==> src/rtl/chacha20_keystream_sched_if.sv <==
// Keystream word stream from the scheduler (master) to the cipher XOR datapath (slave).
interface chacha20_keystream_sched_if;
   logic        ks_valid;
   logic        ks_ready;
   logic [31:0] ks_word;
   logic        ks_last;

   modport master (output ks_valid, output ks_word, output ks_last, input ks_ready);
   modport slave  (input ks_valid, input ks_word, input ks_last, output ks_ready);
endinterface

==> src/rtl/chacha20_keystream_sched.sv <==
// ChaCha20 keystream scheduler: issues one-block core jobs, double-buffers blocks, drains 32-bit words.
// Optional core_done watchdog enabled by defining CHACHA_SCHED_WDOG_EN.
module chacha20_keystream_sched #(
   parameter int unsigned TIMEOUT_CYCLES = 255
) (
   input  logic                        clk,
   input  logic                        rst,
   input  logic                        cfg_load,
   input  logic [255:0]                cfg_key,
   input  logic [95:0]                 cfg_nonce,
   input  logic [31:0]                 cfg_counter,
   output logic                        core_start,
   output logic [255:0]                core_key,
   output logic [95:0]                 core_nonce,
   output logic [31:0]                 core_counter,
   output logic [1:0]                  core_parallel,
   input  logic [511:0]                core_ks,
   input  logic                        core_done,
   chacha20_keystream_sched_if.master  ks,
   output logic                        busy,
   output logic                        exhausted,
   output logic                        err_timeout
);
   localparam int unsigned WORD_W   = 32;
   localparam int unsigned BLOCK_W  = 512;
   localparam int unsigned WORDS    = 16;
   localparam int unsigned WIDX_W   = 4;
   localparam logic [WIDX_W-1:0] WIDX_LAST = WIDX_W'(WORDS - 1);
   localparam logic [31:0]       CTR_MAX   = 32'hFFFF_FFFF;

   typedef enum logic [1:0] {IDLE, ISSUE, WAIT, DISCARD} state_t;

   state_t                       state_q, state_d;
   logic                         configured_q;
   logic                         err_q;
   logic [31:0]                  ctr_q;
   logic [BLOCK_W-1:0]           slot_q [2];
   logic                         head_q, head_d, tail_q;
   logic [1:0]                   count_q, count_d;
   logic [WIDX_W-1:0]            widx_q, widx_d;
   logic                         hs, pop, push, timeout;
   logic [WORDS-1:0][WORD_W-1:0] head_blk;

   assign core_parallel = 2'b00;

   // Buffer bookkeeping; a block captured this cycle may already be the next head.
   always_comb begin
      hs      = ks.ks_valid & ks.ks_ready & ~cfg_load;
      pop     = hs & (widx_q == WIDX_LAST);
      push    = (state_q == WAIT) & core_done & ~cfg_load & ~timeout;
      head_d  = head_q;
      count_d = count_q;
      widx_d  = widx_q;
      if (cfg_load) begin
         head_d  = 1'b0;
         count_d = 2'd0;
         widx_d  = '0;
      end else begin
         head_d  = head_q ^ pop;
         count_d = count_q + 2'(push) - 2'(pop);
         if (hs) widx_d = widx_q + WIDX_W'(1);
      end
      head_blk = (push && (tail_q == head_d)) ? core_ks : slot_q[head_d];
   end

   always_comb begin
      state_d = state_q;
      case (state_q)
         IDLE:    if (!cfg_load && configured_q && !exhausted && !err_q && count_d != 2'd2)
                     state_d = ISSUE;
         ISSUE:   state_d = cfg_load ? DISCARD : WAIT;
         WAIT:    if (timeout || core_done) state_d = IDLE;
                  else if (cfg_load)        state_d = DISCARD;
         DISCARD: if (timeout || core_done) state_d = IDLE;
         default: state_d = IDLE;
      endcase
   end

   always_ff @(posedge clk or posedge rst) begin
      if (rst) begin
         state_q      <= IDLE;
         configured_q <= 1'b0;
         ctr_q        <= '0;
         head_q       <= 1'b0;
         tail_q       <= 1'b0;
         count_q      <= 2'd0;
         widx_q       <= '0;
         core_start   <= 1'b0;
         core_key     <= '0;
         core_nonce   <= '0;
         core_counter <= '0;
         busy         <= 1'b0;
         exhausted    <= 1'b0;
         ks.ks_valid  <= 1'b0;
         ks.ks_word   <= '0;
         ks.ks_last   <= 1'b0;
      end else begin
         state_q     <= state_d;
         head_q      <= head_d;
         count_q     <= count_d;
         widx_q      <= widx_d;
         core_start  <= (state_d == ISSUE);
         busy        <= (state_d != IDLE);
         ks.ks_valid <= (count_d != 2'd0);
         ks.ks_word  <= (count_d != 2'd0) ? head_blk[widx_d] : '0;
         ks.ks_last  <= (count_d != 2'd0) && (widx_d == WIDX_LAST);
         if (state_d == ISSUE) core_counter <= ctr_q;
         if (cfg_load)  tail_q <= 1'b0;
         else if (push) tail_q <= ~tail_q;
         if (cfg_load) begin
            core_key     <= cfg_key;
            core_nonce   <= cfg_nonce;
            ctr_q        <= cfg_counter;
            configured_q <= 1'b1;
            exhausted    <= 1'b0;
         end else begin
            if (push) ctr_q <= ctr_q + 32'd1;
            if (state_d == ISSUE && ctr_q == CTR_MAX) exhausted <= 1'b1;
         end
      end
   end

   // Block payload storage needs no reset: a slot is only read once it holds a captured block.
   always_ff @(posedge clk) begin
      if (push) slot_q[tail_q] <= core_ks;
   end

`ifdef CHACHA_SCHED_WDOG_EN
   localparam int unsigned       WD_W    = (TIMEOUT_CYCLES > 2) ? $clog2(TIMEOUT_CYCLES) : 1;
   localparam logic [WD_W-1:0]   WD_LAST = WD_W'(TIMEOUT_CYCLES - 1);
   logic [WD_W-1:0]              wd_cnt_q;

   // Counts cycles since core_start; the start cycle itself is cycle 0.
   always_ff @(posedge clk or posedge rst) begin
      if (rst) begin
         wd_cnt_q <= '0;
         err_q    <= 1'b0;
      end else begin
         if (state_q == ISSUE)
            wd_cnt_q <= WD_W'(1);
         else if ((state_q == WAIT || state_q == DISCARD) && !timeout)
            wd_cnt_q <= wd_cnt_q + WD_W'(1);
         if (cfg_load)     err_q <= 1'b0;
         else if (timeout) err_q <= 1'b1;
      end
   end

   assign timeout     = (state_q == WAIT || state_q == DISCARD) && (wd_cnt_q >= WD_LAST);
   assign err_timeout = err_q;
`else
   logic unused_wdog_cfg;
   assign unused_wdog_cfg = ^TIMEOUT_CYCLES;
   assign timeout         = 1'b0;
   assign err_q           = 1'b0;
   assign err_timeout     = 1'b0;
`endif

endmodule

==> src/flat_wrapper.sv <==
// flat-port wrapper written by rule: the top's interface ports become plain ports
module chacha20_keystream_sched_flat 
#(
   parameter int unsigned TIMEOUT_CYCLES = 255
)
  (clk, rst, cfg_load, cfg_key, cfg_nonce, cfg_counter, core_start, core_key, core_nonce, core_counter, core_parallel, core_ks, core_done, busy, exhausted, err_timeout, ks_ks_valid, ks_ks_word, ks_ks_last, ks_ks_ready);
  chacha20_keystream_sched_if ks_i ();
  input  logic clk;
  input  logic rst;
  input  logic cfg_load;
  input  logic [255:0] cfg_key;
  input  logic [95:0] cfg_nonce;
  input  logic [31:0] cfg_counter;
  output logic core_start;
  output logic [255:0] core_key;
  output logic [95:0] core_nonce;
  output logic [31:0] core_counter;
  output logic [1:0] core_parallel;
  input  logic [511:0] core_ks;
  input  logic core_done;
  output logic busy;
  output logic exhausted;
  output logic err_timeout;
  output wire logic [$bits(ks_i.ks_valid)-1:0] ks_ks_valid;
  output wire logic [$bits(ks_i.ks_word)-1:0] ks_ks_word;
  output wire logic [$bits(ks_i.ks_last)-1:0] ks_ks_last;
  input wire logic [$bits(ks_i.ks_ready)-1:0] ks_ks_ready;
  assign ks_ks_valid = ks_i.ks_valid;
  assign ks_ks_word = ks_i.ks_word;
  assign ks_ks_last = ks_i.ks_last;
  assign ks_i.ks_ready = ks_ks_ready;
  chacha20_keystream_sched #(.TIMEOUT_CYCLES(TIMEOUT_CYCLES)) u_core (.clk(clk), .rst(rst), .cfg_load(cfg_load), .cfg_key(cfg_key), .cfg_nonce(cfg_nonce), .cfg_counter(cfg_counter), .core_start(core_start), .core_key(core_key), .core_nonce(core_nonce), .core_counter(core_counter), .core_parallel(core_parallel), .core_ks(core_ks), .core_done(core_done), .ks(ks_i), .busy(busy), .exhausted(exhausted), .err_timeout(err_timeout));
endmodule
==> config.mk <==
export PLATFORM = sky130hd
export DESIGN_NAME = chacha20_keystream_sched_flat
export DESIGN_NICKNAME = d
export VERILOG_FILES = /design/src/rtl/chacha20_keystream_sched_if.sv /design/src/rtl/chacha20_keystream_sched.sv /design/src/flat_wrapper.sv
export SDC_FILE = /design/constraint.sdc
export NUM_CORES = 2
export LEC_CHECK = 0
export CAP_MARGIN = 30
export CORE_AREA = 3 3 508 510
export CTS_BUF_LIST = sky130_fd_sc_hd__clkbuf_4
export DETAILED_ROUTE_END_ITERATION = 16
export DIE_AREA = 0 0 511 513
export GPL_ROUTABILITY_DRIVEN = 0
export HOLD_SLACK_MARGIN = 0.02
export SKIP_LAST_GASP = 1
export SLEW_MARGIN = 20
export SYNTH_ARGS = -nofsm -noshare
export SYNTH_HDL_FRONTEND = slang
export SYNTH_SLANG_ARGS = --single-unit
export TNS_END_PERCENT = 50
==> constraint.sdc <==
create_clock -name clk -period 39.9 [get_ports clk]
set_input_delay 7.98 -clock clk [delete_from_list [all_inputs] [get_ports clk]]
set_output_delay 7.98 -clock clk [all_outputs]
set_load 0.05 [all_outputs]
### Yosys cells after proc, flatten, opt, wreduce, memory -nomap -nowiden

Memory sizes are Yosys's and may differ from the RTL's.
Index checks and enable logic that the tools add are counted.

* add/sub/neg operators: 4
* equality and inequality tests: 9
* bitwise operators: 8
* muxes and demuxes: 22
* reductions and logical operators: 13
* magnitude comparators: 1

Operators with widths (count)
* 512-bit two-way mux: 1
* 32-bit binary-select mux with 4-bit select: 1
* 32-bit two-way mux: 4
* 32-bit by 1-bit adder with 32-bit output (second input constant): 1
* 32-bit == test (second input constant): 1
* 2-bit two-way mux: 5
* 4-bit == test (second input constant): 2
* 1-bit two-way mux: 8
* 4-bit two-way mux: 2
* 2-bit one-hot mux with 4 select lines: 1
* 2-bit nonzero test: 4
* 1-bit logical AND: 6
* 1-bit bitwise AND: 5
* 4-bit by 5-bit < comparator with 1-bit output (second input constant): 1
* 4-bit by 1-bit adder with 4-bit output (second input constant): 1
* 2-bit by 1-bit == test with 1-bit output (second input constant): 2
* 2-bit == test (second input constant): 2
* 2-bit by 1-bit adder with 2-bit output: 1
* 1-bit logical NOT: 2
* 2-bit logical NOT: 1
* 2-bit inequality test (second input constant): 1
* 1-bit NOT: 2
* 2-bit by 1-bit subtractor with 2-bit output: 1
* 1-bit == test: 1
* 1-bit XOR: 1

* flip-flop bits (word level): 464
* output and inout port bits: 424
* bits of input ports: 901
* memories kept: 1
* word-level logic and storage cells: 74
* bits in writable memories: 1024

Memory list
* u_core.slot_q: depth 2, bits a word 512, rd ports 1, clocked after memory_dff 0, write ports 1, RTL line chacha20_keystream_sched.sv:37 `logic [BLOCK_W-1:0] slot_q [2];`

### Depth between registers and ports, before layout

* word-level depth: 14
* mapped depth: 15

### Worst setup path after synthesis

Ideal clock, no wire load.

* path type: in2reg
* start: input port cfg_load
* end: memory u_core.slot_q[0][0] (enable)
* buffers on the path: 4
* setup slack: -5.269 ns
* data arrival time: 43.154 ns
* stages: 5
* cells stage by stage: buf_2 -> clkbuf_1 -> clkbuf_1 -> clkbuf_1 -> nor3_1

* longest elaborated chain between the ends: 4

Ends and longest elaborated chain
* start, declared: RTL line flat_wrapper.sv:10 `input logic cfg_load;`
* 1-bit NOT: RTL line chacha20_keystream_sched.sv:50 `push = (state_q == WAIT) & core_done & ~cfg_load & ~timeout;`
* 1-bit bitwise AND: RTL line chacha20_keystream_sched.sv:50
* 1-bit two-way mux: RTL line chacha20_keystream_sched.sv:125 `if (push) slot_q[tail_q] <= core_ks;`
* 1-bit two-way mux (not written as such): RTL line chacha20_keystream_sched.sv:125
* end, declared: RTL line chacha20_keystream_sched.sv:37

Every way passes these cells.

### Worst setup path after layout

* start: input port ks_ks_ready
* end: register u_core.ks.ks_word[18]

* longest elaborated chain between the ends: 11
* elaborated cells between the ends (all ways): 17
* those cells by class: add/sub (1); eq/ne (1); mux (8); bitwise (4); reduce/logical (2); memory (1)

Ends and longest elaborated chain
* start, declared: RTL line flat_wrapper.sv:27 `input wire logic [$bits(ks_i.ks_ready)-1:0] ks_ks_ready;`
* 1-bit bitwise AND * (2 in series): RTL line chacha20_keystream_sched.sv:48 `hs = ks.ks_valid & ks.ks_ready & ~cfg_load;`
* 1-bit bitwise AND: RTL line chacha20_keystream_sched.sv:49 `pop = hs & (widx_q == WIDX_LAST);`
* 1-bit XOR: RTL line chacha20_keystream_sched.sv:59 `head_d = head_q ^ pop;`
* 1-bit two-way mux: RTL line chacha20_keystream_sched.sv:54 `if (cfg_load) begin`
* 1-bit == test: RTL line chacha20_keystream_sched.sv:63 `head_blk = (push && (tail_q == head_d)) ? core_ks : slot_q[head_d];`
* 1-bit logical AND: RTL line chacha20_keystream_sched.sv:63
* 512-bit two-way mux: RTL line chacha20_keystream_sched.sv:63
* 32-bit binary-select mux with 4-bit select: RTL line chacha20_keystream_sched.sv:105 `ks.ks_word <= (count_d != 2'd0) ? head_blk[widx_d] : '0;`
* 32-bit two-way mux (not written as such): RTL line chacha20_keystream_sched.sv:105
* 32-bit two-way mux *: RTL line chacha20_keystream_sched.sv:105
* end signal, assigned: RTL line chacha20_keystream_sched.sv:105
* end, declared: RTL line chacha20_keystream_sched_if.sv:8 `modport master (output ks_valid, output ks_word, output ks_last, input ks_ready);`

Every way passes the cells marked *; elsewhere a longest branch is shown, timed or not. The select of a mux whose other input is x is not followed.
A chain may end at the register's enable or synchronous reset.

==> metrics.csv <==
metric,value,unit
run status,"finished, violations left",
failing checks,max-slew violations,
Final Max Tran Viols,44,
register clock-pin slew on the reported worst setup and hold paths,0.06,ns
Synth area leaders,"edfxtp_1 (48%), dfrtp_1 (18%), mux2_2 (6.8%), nand2_1 (5.4%), mux2i_1 (3.8%)",
Least-Margin Pin Slew,1.55,ns
Multi-input gate area,19300,um2
H-tree levels,5,
CP Launch Type,primary input,
initial antenna violation count,205,
area fraction of the dominant cell type after synthesis,48.3,%
hold_sp,u_core.configured_q$_DFFE_PP0P_,
Synth area leader,edfxtp_1,
TritonCTS buffer count,415,
clk sinks,1488,
Post-DRT Antenna Nets,0,
net switching power of the design,0.00131,W
FF-to-FF path depth,13,
Mean Syn Cell Area,13.7,um2
Clock power frac,34.4,%
"Critical Path, Cell by Cell",clkdlybuf4s50_1 -> nor4bb_4 -> buf_4 -> a21oi_4 -> buf_4 -> inv_16 -> buf_4 -> buf_12 -> buf_4 -> a2111oi_0 -> a311oi_1 -> a311oi_1 -> or4b_1 -> nand3_1,
Net Sw Frac,31.4,%
Clock Skew,0.171,ns
Hold Fails Final Rpt,0,
die height,513,um
reg2reg setup slack,33.80,ns
period utilisation layout,32.7,%
# DRC,0,
Initial Utilization,25.0,%
layout cells sized above 1,19.4,%
Final Non-Filler Cells,9853,
register bit total from synthesis,1488,
"Largest stage delay, worst path",0.80,ns
TritonCTS clock tree,yes,
Syn. warnings,0,
Slew headroom,-3.17,%
Reg area,42400,um2
Skew-Pair Late Insertion Delay,1.28,ns
worst path bufs/invs,7,
maxcap violations,0,
Max Freq,76.6,MHz
highest ir drop seen on vdd,0.0315,mV
vias in the first global route,48232,
Flop pwr share,44.3,%
Worst setup EP type,register,
Core Box Area,254000,um2
kind of cell adding the most delay to the critical path,buffers and inverters,
placed cells,9055,
total number of vias,49190,
ys async rst share,31.2,%
drt initial violations,5551,
CP most frequent cell,buf_4,
Int Power,0.00287,W
CP required,41.04,ns
buffer depth of the longest clock path,4,
sequential area share after synthesis,66.6,%
P per Cell Area,48.6,nW/um2
die area,262000,um2
final net count,7017,
Hold Path Depth,1,
Hold WS,0.471,ns
HPWL after DPL,226000,um
Reg2Reg Launch Point,u_core.ks.ks_valid$_DFF_PP0_,
detail-routed via count per cell,4.99,
Mapped Area,63600,um2
minimum clock period,13.06,ns
Pleak,30.5,nW
Die X,511,um
Min-Delay Path Class,register to register,
Crit-path slowest cell,buf_4,
I/O pin total,1325,
Post-CTS Hold Buffers,0,
Synth Flop Type,edfxtp_1,
Comb power frac,21.3,%
largest net degree at the start of global routing,210,
Setup TNS Final,0,ns
first-pass GRT wire length,411000,um
grt total ovfl,0,
WL final,308000,um
CP Max Fanout,201,
Post-Synthesis Cells,4649,
post_cts resized,0,
worst hold path endpoint,u_core.configured_q$_DFFE_PP0P_,
setup repair bufs after CTS,0,
drt wl/cell,31.2,um
"EDFF count, synth",1024,
CP arrival,14.21,ns
"Distinct cells, synth",55,
final setup fails,0,
# port buffers,1321,
Root Buffer,clkbuf_4,
synthesis-to-layout area growth,35.4,%
total track usage,22.5,%
Pre-antenna DRT Iters,6,
fillcell total,24988,
CP Class,primary input to register,
row count,185,
r2r endpoint,u_core.ks.ks_word[18]$_DFF_PP0_,
RSZ-0062 raised after global routing,false,
==> worst max-delay path by stage <==
stage	startpoint	endpoint	slack, ns	cells after the start
floorplan	cfg_load	u_core.slot_q[0][0]$_DFFE_PP_	10.54	5
global placement	ks_ks_ready	u_core.ks.ks_word[3]$_DFF_PP0_	25.45	14
detailed placement	ks_ks_ready	u_core.ks.ks_word[18]$_DFF_PP0_	25.42	14
CTS	ks_ks_ready	u_core.ks.ks_word[18]$_DFF_PP0_	26.89	14
global route	ks_ks_ready	u_core.ks.ks_word[17]$_DFF_PP0_	26.44	14
finish	ks_ks_ready	u_core.ks.ks_word[18]$_DFF_PP0_	26.84	14
==> layout by cell type (no fill, tap or decap), drive strengths merged, types with 166 or more instances in the layout <==
cell           netlist  routed
mux2i              244     244
clkbuf             230     633
dfrtp              464     464
a211oi             166     166
nand2              911     911
edfxtp            1024    1024
nand3              299     299
clkdlybuf4s50        0    1319
mux2               384     384
a311oi             175     175
==> cell families (layout without fill, tap and decap cells) <==
group           count (synthesis)  in the layout  share of synthesized area (%)
compound gates                608            608                           7.75
xor+xnor                       36             36                          0.517
fa+ha+maj                       4              4                         0.0787
buf+inv                       501           2264                           3.33
flops                        1488           1488                           66.6
mux                           688            688                           12.8
other cells                     1             76                        0.00590
simple gates                 1323           1323                           8.95
==> cell type report <==
cell class	instances	area share, %
diodes	73	0.212
clock buffers	633	5.52
clock inverters	86	0.667
inverters	138	0.655
multi-input cells	2662	22.5
flip-flops and latches	1488	49.2
well taps	3366	4.89
repair buffers	1407	16.4
==> registers in the layout, summed over array words and instances, names as in the netlist, 2 cells and up <==
name and flops:
u_core.slot_q 1024, u_core.core_key 256, u_core.core_nonce 96, u_core.core_counter 32
u_core.ctr_q 32, u_core.ks.ks_word 32, u_core.widx_q 4, u_core.count_q 2
u_core.state_q 2
==> stage by stage <==
stage                     power [W]  utilization, %  cell area [um2]  setup WS [ns]
after global routing        0.00435            33.9            86100          26.44
after global placement      0.00277            31.6            80300          25.45
after detailed placement    0.00278            31.7            80500          25.42
after CTS                   0.00423            33.8            85800          26.89
final                       0.00419            33.9            86100          26.84
after floorplan             0.00240               -            63600          10.54
==> routing by layer <==
| layer | track usage [%] | up-vias | routed length, um |
|---|---|---|---|
| met5 | 0 | - | 812 |
| met4 | 11.5 | 126 | 15500 |
| met3 | 7.69 | 744 | 30000 |
| met2 | 37.2 | 2919 | 149000 |
| met1 | 25.8 | 24595 | 112000 |
| li1 | - | 20806 | - |
==> power groups by stage <==
stage / Combinational, W / Clock, W / Sequential [W]
after floorplan: 0.000278 / 0 / 0.00213
after global placement: 0.000886 / 0 / 0.00188
after detailed placement: 0.000894 / 0 / 0.00189
after CTS: 0.000897 / 0.00148 / 0.00186
after global routing: 0.000928 / 0.00156 / 0.00187
final: 0.000892 / 0.00144 / 0.00186
==> synthesized netlist by cell type, types with 2 or more instances <==
cell type	count
edfxtp_1	1024
nand2_1	911
dfrtp_1	464
mux2_2	384
nand3_1	299
mux2i_1	244
clkbuf_1	230
a311oi_1	175
a211oi_1	166
inv_1	135
a311o_1	85
a2111oi_0	82
buf_2	79
mux4_2	60
a21oi_1	45
o21ai_0	34
buf_1	24
buf_4	23
and3_1	22
xor2_1	20
nor2_1	17
or4b_1	16
xnor2_1	15
nand4_1	11
nor3_1	11
nor4_1	9
o311ai_0	9
buf_6	7
nor4_2	7
ha_1	4
nor2b_1	4
or2_2	4
and2_1	3
and4_1	2
nand3b_1	2
o211a_1	2
o311ai_1	2
Power figures use the tool's default switching activity.
